`config.mk`:
```
export PLATFORM = sky130hd
export DESIGN_NAME = button_event_ctrl
export DESIGN_NICKNAME = d
export VERILOG_FILES = /design/src/rtl/button_event_ctrl.sv
export SDC_FILE = /design/constraint.sdc
export NUM_CORES = 1
export LEC_CHECK = 0
export CAP_MARGIN = 5
export CORE_MARGIN = 2
export CORE_UTILIZATION = 57
export DETAILED_ROUTE_END_ITERATION = 7
export GPL_ROUTABILITY_DRIVEN = 0
export PLACE_DENSITY = 0.78
export SLEW_MARGIN = 20
export SYNTH_ARGS = -nofsm -noshare
export SYNTH_HDL_FRONTEND = slang
export SYNTH_SLANG_ARGS = --single-unit
```
`constraint.sdc`:
```
create_clock -name clk_in -period 2.2 [get_ports clk_in]
set_clock_uncertainty 0.1 [all_clocks]
set_input_delay 0.22 -clock clk_in [delete_from_list [all_inputs] [get_ports clk_in]]
set_output_delay 0.22 -clock clk_in [all_outputs]
set_load 0.03 [all_outputs]
```
`src/rtl/button_event_ctrl.sv`:
```
// Turns debounced button levels into press / long-press events on a valid/ready port.
// Define BTN_AUTOREPEAT_EN to get periodic repeat events while a button stays held.
module button_event_ctrl #(
  parameter int unsigned N_BTN        = 3,
  parameter int unsigned TICK_DIV     = 100000,
  parameter int unsigned HOLD_TICKS   = 500,
  parameter int unsigned REPEAT_TICKS = 100
) (
  input  logic                                       clk_in,
  input  logic                                       rst_n_in,
  input  logic [N_BTN-1:0]                           btn_in,
  output logic                                       tick_out,
  output logic                                       event_valid_out,
  input  logic                                       event_ready_in,
  output logic [$clog2(N_BTN > 1 ? N_BTN : 2)-1:0]   event_id_out,
  output logic                                       event_long_out,
  output logic                                       busy_out,
  output logic                                       overrun_out
);

  localparam int unsigned IdW = $clog2(N_BTN > 1 ? N_BTN : 2);
  localparam int unsigned TickW = $clog2(TICK_DIV > 1 ? TICK_DIV : 2);
  localparam int unsigned HoldW = $clog2(HOLD_TICKS + 1);
  localparam logic [TickW-1:0] TickLast = TickW'(TICK_DIV - 1);
  localparam logic [HoldW-1:0] HoldLast = HoldW'(HOLD_TICKS - 1);

`ifdef BTN_AUTOREPEAT_EN
  localparam int unsigned RepW = $clog2(REPEAT_TICKS + 1);
  localparam logic [RepW-1:0] RepLast = RepW'(REPEAT_TICKS - 1);
  typedef enum logic [1:0] {StIdle, StHeld, StRepeat} state_e;
  logic [RepW-1:0] rep_cnt_q, rep_cnt_d;
`else
  typedef enum logic [1:0] {StIdle, StHeld, StLong} state_e;
`endif

  state_e             state_q, state_d;
  logic [TickW-1:0]   tick_cnt_q;
  logic [N_BTN-1:0]   btn_q;
  logic [N_BTN-1:0]   rise;
  logic [IdW-1:0]     first_rise;
  logic [IdW-1:0]     lock_id_q, lock_id_d;
  logic [HoldW-1:0]   hold_cnt_q, hold_cnt_d;
  logic               emit, emit_long;
  logic               valid_q, valid_d;
  logic [IdW-1:0]     ev_id_q, ev_id_d;
  logic               ev_long_q, ev_long_d;
  logic               overrun_q, overrun_d;

  // Free-running sample tick; the FSM never realigns it.
  always_ff @(posedge clk_in or negedge rst_n_in) begin
    if (!rst_n_in) begin
      tick_cnt_q <= '0;
    end else if (tick_cnt_q == TickLast) begin
      tick_cnt_q <= '0;
    end else begin
      tick_cnt_q <= tick_cnt_q + TickW'(1);
    end
  end

  assign tick_out = (tick_cnt_q == TickLast);
  assign rise     = btn_in & ~btn_q;

  always_comb begin
    first_rise = '0;
    for (int i = int'(N_BTN) - 1; i >= 0; i--) begin
      if (rise[i]) first_rise = IdW'(i);
    end
  end

  always_comb begin
    state_d    = state_q;
    lock_id_d  = lock_id_q;
    hold_cnt_d = hold_cnt_q;
`ifdef BTN_AUTOREPEAT_EN
    rep_cnt_d  = rep_cnt_q;
`endif
    emit       = 1'b0;
    emit_long  = 1'b0;
    case (state_q)
      StIdle: begin
        if (|rise) begin
          lock_id_d  = first_rise;
          hold_cnt_d = '0;
          emit       = 1'b1;
          state_d    = StHeld;
        end
      end
      StHeld: begin
        // Release wins over a coincident tick.
        if (!btn_in[lock_id_q]) begin
          state_d = StIdle;
        end else if (tick_out) begin
          if (hold_cnt_q == HoldLast) begin
            emit      = 1'b1;
            emit_long = 1'b1;
`ifdef BTN_AUTOREPEAT_EN
            rep_cnt_d = '0;
            state_d   = StRepeat;
`else
            state_d   = StLong;
`endif
          end else begin
            hold_cnt_d = hold_cnt_q + HoldW'(1);
          end
        end
      end
`ifdef BTN_AUTOREPEAT_EN
      StRepeat: begin
        if (!btn_in[lock_id_q]) begin
          state_d = StIdle;
        end else if (tick_out) begin
          if (rep_cnt_q == RepLast) begin
            emit      = 1'b1;
            emit_long = 1'b1;
            rep_cnt_d = '0;
          end else begin
            rep_cnt_d = rep_cnt_q + RepW'(1);
          end
        end
      end
`else
      StLong: begin
        if (!btn_in[lock_id_q]) state_d = StIdle;
      end
`endif
      default: state_d = StIdle;
    endcase
  end

  // A new event never overwrites one the consumer has not taken yet.
  always_comb begin
    valid_d   = valid_q;
    ev_id_d   = ev_id_q;
    ev_long_d = ev_long_q;
    overrun_d = overrun_q;
    if (emit && valid_q && !event_ready_in) begin
      overrun_d = 1'b1;
    end else if (emit) begin
      valid_d   = 1'b1;
      ev_id_d   = lock_id_d;
      ev_long_d = emit_long;
    end else if (valid_q && event_ready_in) begin
      valid_d = 1'b0;
    end
  end

  always_ff @(posedge clk_in or negedge rst_n_in) begin
    if (!rst_n_in) begin
      state_q    <= StIdle;
      btn_q      <= '0;
      lock_id_q  <= '0;
      hold_cnt_q <= '0;
`ifdef BTN_AUTOREPEAT_EN
      rep_cnt_q  <= '0;
`endif
      valid_q    <= 1'b0;
      ev_id_q    <= '0;
      ev_long_q  <= 1'b0;
      overrun_q  <= 1'b0;
    end else begin
      state_q    <= state_d;
      btn_q      <= btn_in;
      lock_id_q  <= lock_id_d;
      hold_cnt_q <= hold_cnt_d;
`ifdef BTN_AUTOREPEAT_EN
      rep_cnt_q  <= rep_cnt_d;
`endif
      valid_q    <= valid_d;
      ev_id_q    <= ev_id_d;
      ev_long_q  <= ev_long_d;
      overrun_q  <= overrun_d;
    end
  end

  assign event_valid_out = valid_q;
  assign event_id_out    = ev_id_q;
  assign event_long_out  = ev_long_q;
  assign overrun_out     = overrun_q;
  assign busy_out        = (state_q != StIdle);

endmodule

```
==> results of run 1 <==
-- layout by cell type (no fill, tap or decap), types with 2 or more instances in the layout --
| master | count |
|---|---|
| nor3_1 | 4 |
| xor2_1 | 8 |
| nor4_1 | 5 |
| ha_1 | 2 |
| dfrtp_1 | 38 |
| and3_1 | 3 |
| clkdlybuf4s50_1 | 11 |
| nor2b_1 | 6 |
| o21ai_0 | 6 |
| buf_4 | 9 |
| inv_1 | 4 |
| nor2_1 | 22 |
| xnor2_1 | 13 |
| clkbuf_1 | 2 |
| clkbuf_4 | 5 |
| o31ai_1 | 2 |
| mux2_4 | 2 |
| a21oi_1 | 3 |
| nand2_1 | 12 |
| nand4_1 | 6 |
| nor4b_4 | 2 |
| nand3_1 | 10 |
-- stage by stage --
step	area, um2	utilization
global route	2100	0.688
CTS	2100	0.688
floorplan	1820	-
detailed placement	2050	0.673
global placement	2050	0.673
finish	2100	0.688
-- synth_stat cells (2+ instances only) --
cell	instances
ha_1	2
nor4b_4	2
o31ai_1	2
nor4_1	5
o21ai_0	6
nor2_1	22
and3_1	3
nand4_1	6
nor2b_1	6
nand3_1	10
xnor2_1	13
a21oi_1	3
dfrtp_1	38
nand2_1	12
xor2_1	8
inv_1	4
mux2_4	2
nor3_1	4
buf_2	2
-- flip-flops by register name, indices dropped and copies added (netlist names) --
signal and count:
hold_cnt_q 9, event_valid_out 1, btn_q 3, event_long_out 1
event_id_out 2, overrun_out 1, lock_id_q 2, state_q 2
tick_cnt_q 17
-- cell type report --
type                            instances  share of cell area
Multi-Input combinational cell        125               0.400
Tap cell                               44              0.0262
Sequential cell                        38               0.453
Inverter                                5             0.00894
Clock buffer                            7              0.0215
Timing Repair Buffer                   21              0.0900
-- worst register-to-register path: cells and delay by family, from the launching register on --
family | cells | cell delay [ns]
AND/OR/NAND/NOR | 4 | 0.96
XOR/XNOR | 1 | 0.18
adder cells (fa/ha/maj) | 1 | 0.18
flip-flops | 1 | 0.40
buffers and inverters | 1 | 0.13
-- power groups by stage --
| stage | clock network (mW) | logic (mW) | registers, mW |
|---|---|---|---|
| after floorplan | 0 | 0.243 | 0.852 |
| after global placement | 0 | 0.442 | 0.806 |
| after detailed placement | 0 | 0.455 | 0.809 |
| after CTS | 0.341 | 0.458 | 0.796 |
| after global routing | 0.387 | 0.491 | 0.802 |
| final | 0.334 | 0.458 | 0.795 |
-- cells by family after synthesis --
| group | synth area share |
|---|---|
| AND/OR/NAND/NOR | 0.258 |
| AO/OA/AOI/OAI | 0.0605 |
| multiplexers | 0.0282 |
| XOR/XNOR | 0.101 |
| buffers and inverters | 0.0158 |
| flip-flops | 0.522 |
| adder cells (fa/ha/maj) | 0.0137 |
-- what timing repair did --
item | 4_1_cts | 5_1_grt
pin swaps | 0 | 0
gates resized for setup | 3 | 1
endpoints found under the setup margin | 1 | 2
buffers inserted | 0 | 0
endpoints found under the hold margin | 0 | 0
-- layer usage --
metal / vias up / GRT usage / wire length [um]
met4: 0 / 0.0963 / 60
met5: - / 0 / 0
met2: 25 / 0.410 / 1790
li1: 651 / - / -
met3: 8 / 0.0725 / 158
met1: 647 / 0.264 / 1470
-- worst min-delay path by stage --
| stage | to | cells past startpoint |
|---|---|---|
| final | tick_cnt_q[15] | 2 |
| after global placement | tick_cnt_q[0] | 1 |
| after CTS | tick_cnt_q[14] | 2 |
| after floorplan | btn_q[0] | 0 |
| after global routing | tick_cnt_q[10] | 2 |
| after detailed placement | overrun_out | 1 |
==> results.md, run 1 <==
* TritonCTS clock tree: yes
* Clock Latency Late Sink at about 0.34 ns
* Synth top area cells: dfrtp_1, xnor2_1, nor2_1
* Clk buf depth at 2
* Die width at approximately 61 um
* Initial antenna violation count at 0
* Critical-path top delay cell: dfrtp_1
* Sw Ratio at 0.327
* Final number of setup-violating endpoints at 0
* Overall power at 1.59 mW
* Root Buffer: clkbuf_4
* CP Capture Point: tick_out
* Register area at between 900 and 1000 um2
* Critical path buffers and inverters at 2
* Critical Path RT at about 1.9 ns
* Net Count, Synth at about 180
* Final period utilization at 0.960
* Antenna Cells at 0
* Startpoint types: flop
* Setup CP Type: flop to primary output
* Share of cells above drive strength 1 at 0.122
* Die area at roughly 3700 um2
* Syn-to-layout area delta at 15.3%
* Mapped Cells at 170
* Mean Syn Cell Area at 10.7 um2
* Placed Cells at ~230
* Highest cell delay on the worst timing path at between 0.4 and 0.5 ns
* Max-slew headroom at 0.693
* Yosys cell types at 39
* 1st-pass router iterations at 4
* Minimum clock period at approximately 2.1 ns
* Detail Route Antenna Nets at 0
* Final WL at 3480 um
* Reg-to-Reg End: hold_cnt_q[5]
* Worst hold margin at ~0.19 ns
* Internal power at around 1.1 mW
* Power Dens Cells at 756 nW/um2
* Drt first-iter violations at between 70 and 80
* Reg power frac at 0.501
* Worst R2R Setup Slack at 0.15 ns
* Crit. End Element: primary output
* Post-synthesis sequential area ratio at 0.522
* Vias in the first global route at roughly 1,400
* NetSw at around 520 uW
* Total GRT Usage at 0.233
* Clk pin slew, worst setup/hold paths at approximately 0.11 ns
* Top cell type's share of synthesized area at 0.522
* Maxcap violations at 0
* Status: finished clean
* Max FO, Critical Path at 5
* RR Startpoint: tick_cnt_q[0]
* Worst reg2reg path depth at 7
* Leak at roughly 0.9 nW
* Yosys reg bits at 38
* Slew Viols, Final at 0
* Footprint of the multi-input gates at around 840 um2
* Port bufs at 12
* Setup TNS at 0 ns
* Initial Util at 0.596
* Start point of the critical path: tick_cnt_q[6]
* Cells along the critical path: nor4b_4 > nand4_1 > inv_2 > clkdlybuf4s15_2
* CTS buffer count at 5
* Max Clk Rate at approximately 470 MHz
* H-tree levels at 2
* First-pass GRT wire length at around 6200 um
* Post-DR vias/cell at 5.55
* Critical Path AT at 1.79 ns
* Synth Cell Area at approximately 1800 um2
* RSZ-0062 raised after global routing: no
* Top delay family on crit path: simple AND/OR/NAND/NOR gates
* Hold_buf cts at 0
* Hold WC Path Type: primary input to async pin
* DRC at 0
* Final nets at 204
* Synth warnings at 0
* Asr flop ratio synth at 1.00
* GRT overflow at 0
* EDFF count, synth at 0
* DR WL/cell at between 10 and 15 um
* Core Box Area at between 3000 and 4000 um2
* Vias at about 1,300
* Top Ports at 13
* Worst IR Drop VDD at 718 uV
* Measured slew at the worst slew-check pin at around 0.46 ns
* Primary FF master, synth: dfrtp_1
* Logic gate share of total power at 0.288
* Pre-CTS setup slack at roughly 0.028 ns
* Final worst setup slack at 0.0872 ns
* Cell taking the most area after synthesis: dfrtp_1
* Largest net degree at the start of global routing at 39
* Fin. Hold Viols at 0
* Die H at between 60 and 70 um
* Clock network power share at 0.211
* Total of fill cells in the finished design at 246
* Final Instance Count excl. Fillers at 240
* Rows at 20
* CTS sink count at 38
* DP HPWL at between 2000 and 3000 um
* Critical Path Stages at 4
No activity file was read; power rests on OpenSTA's default activity.
==> run 2: changes to the inputs <==
ABC_CLOCK_PERIOD_IN_PS = 2200   (was not set)
==> results of run 2 <==
Same layout as run 1: the final DEF is identical, and so are final timing and power.
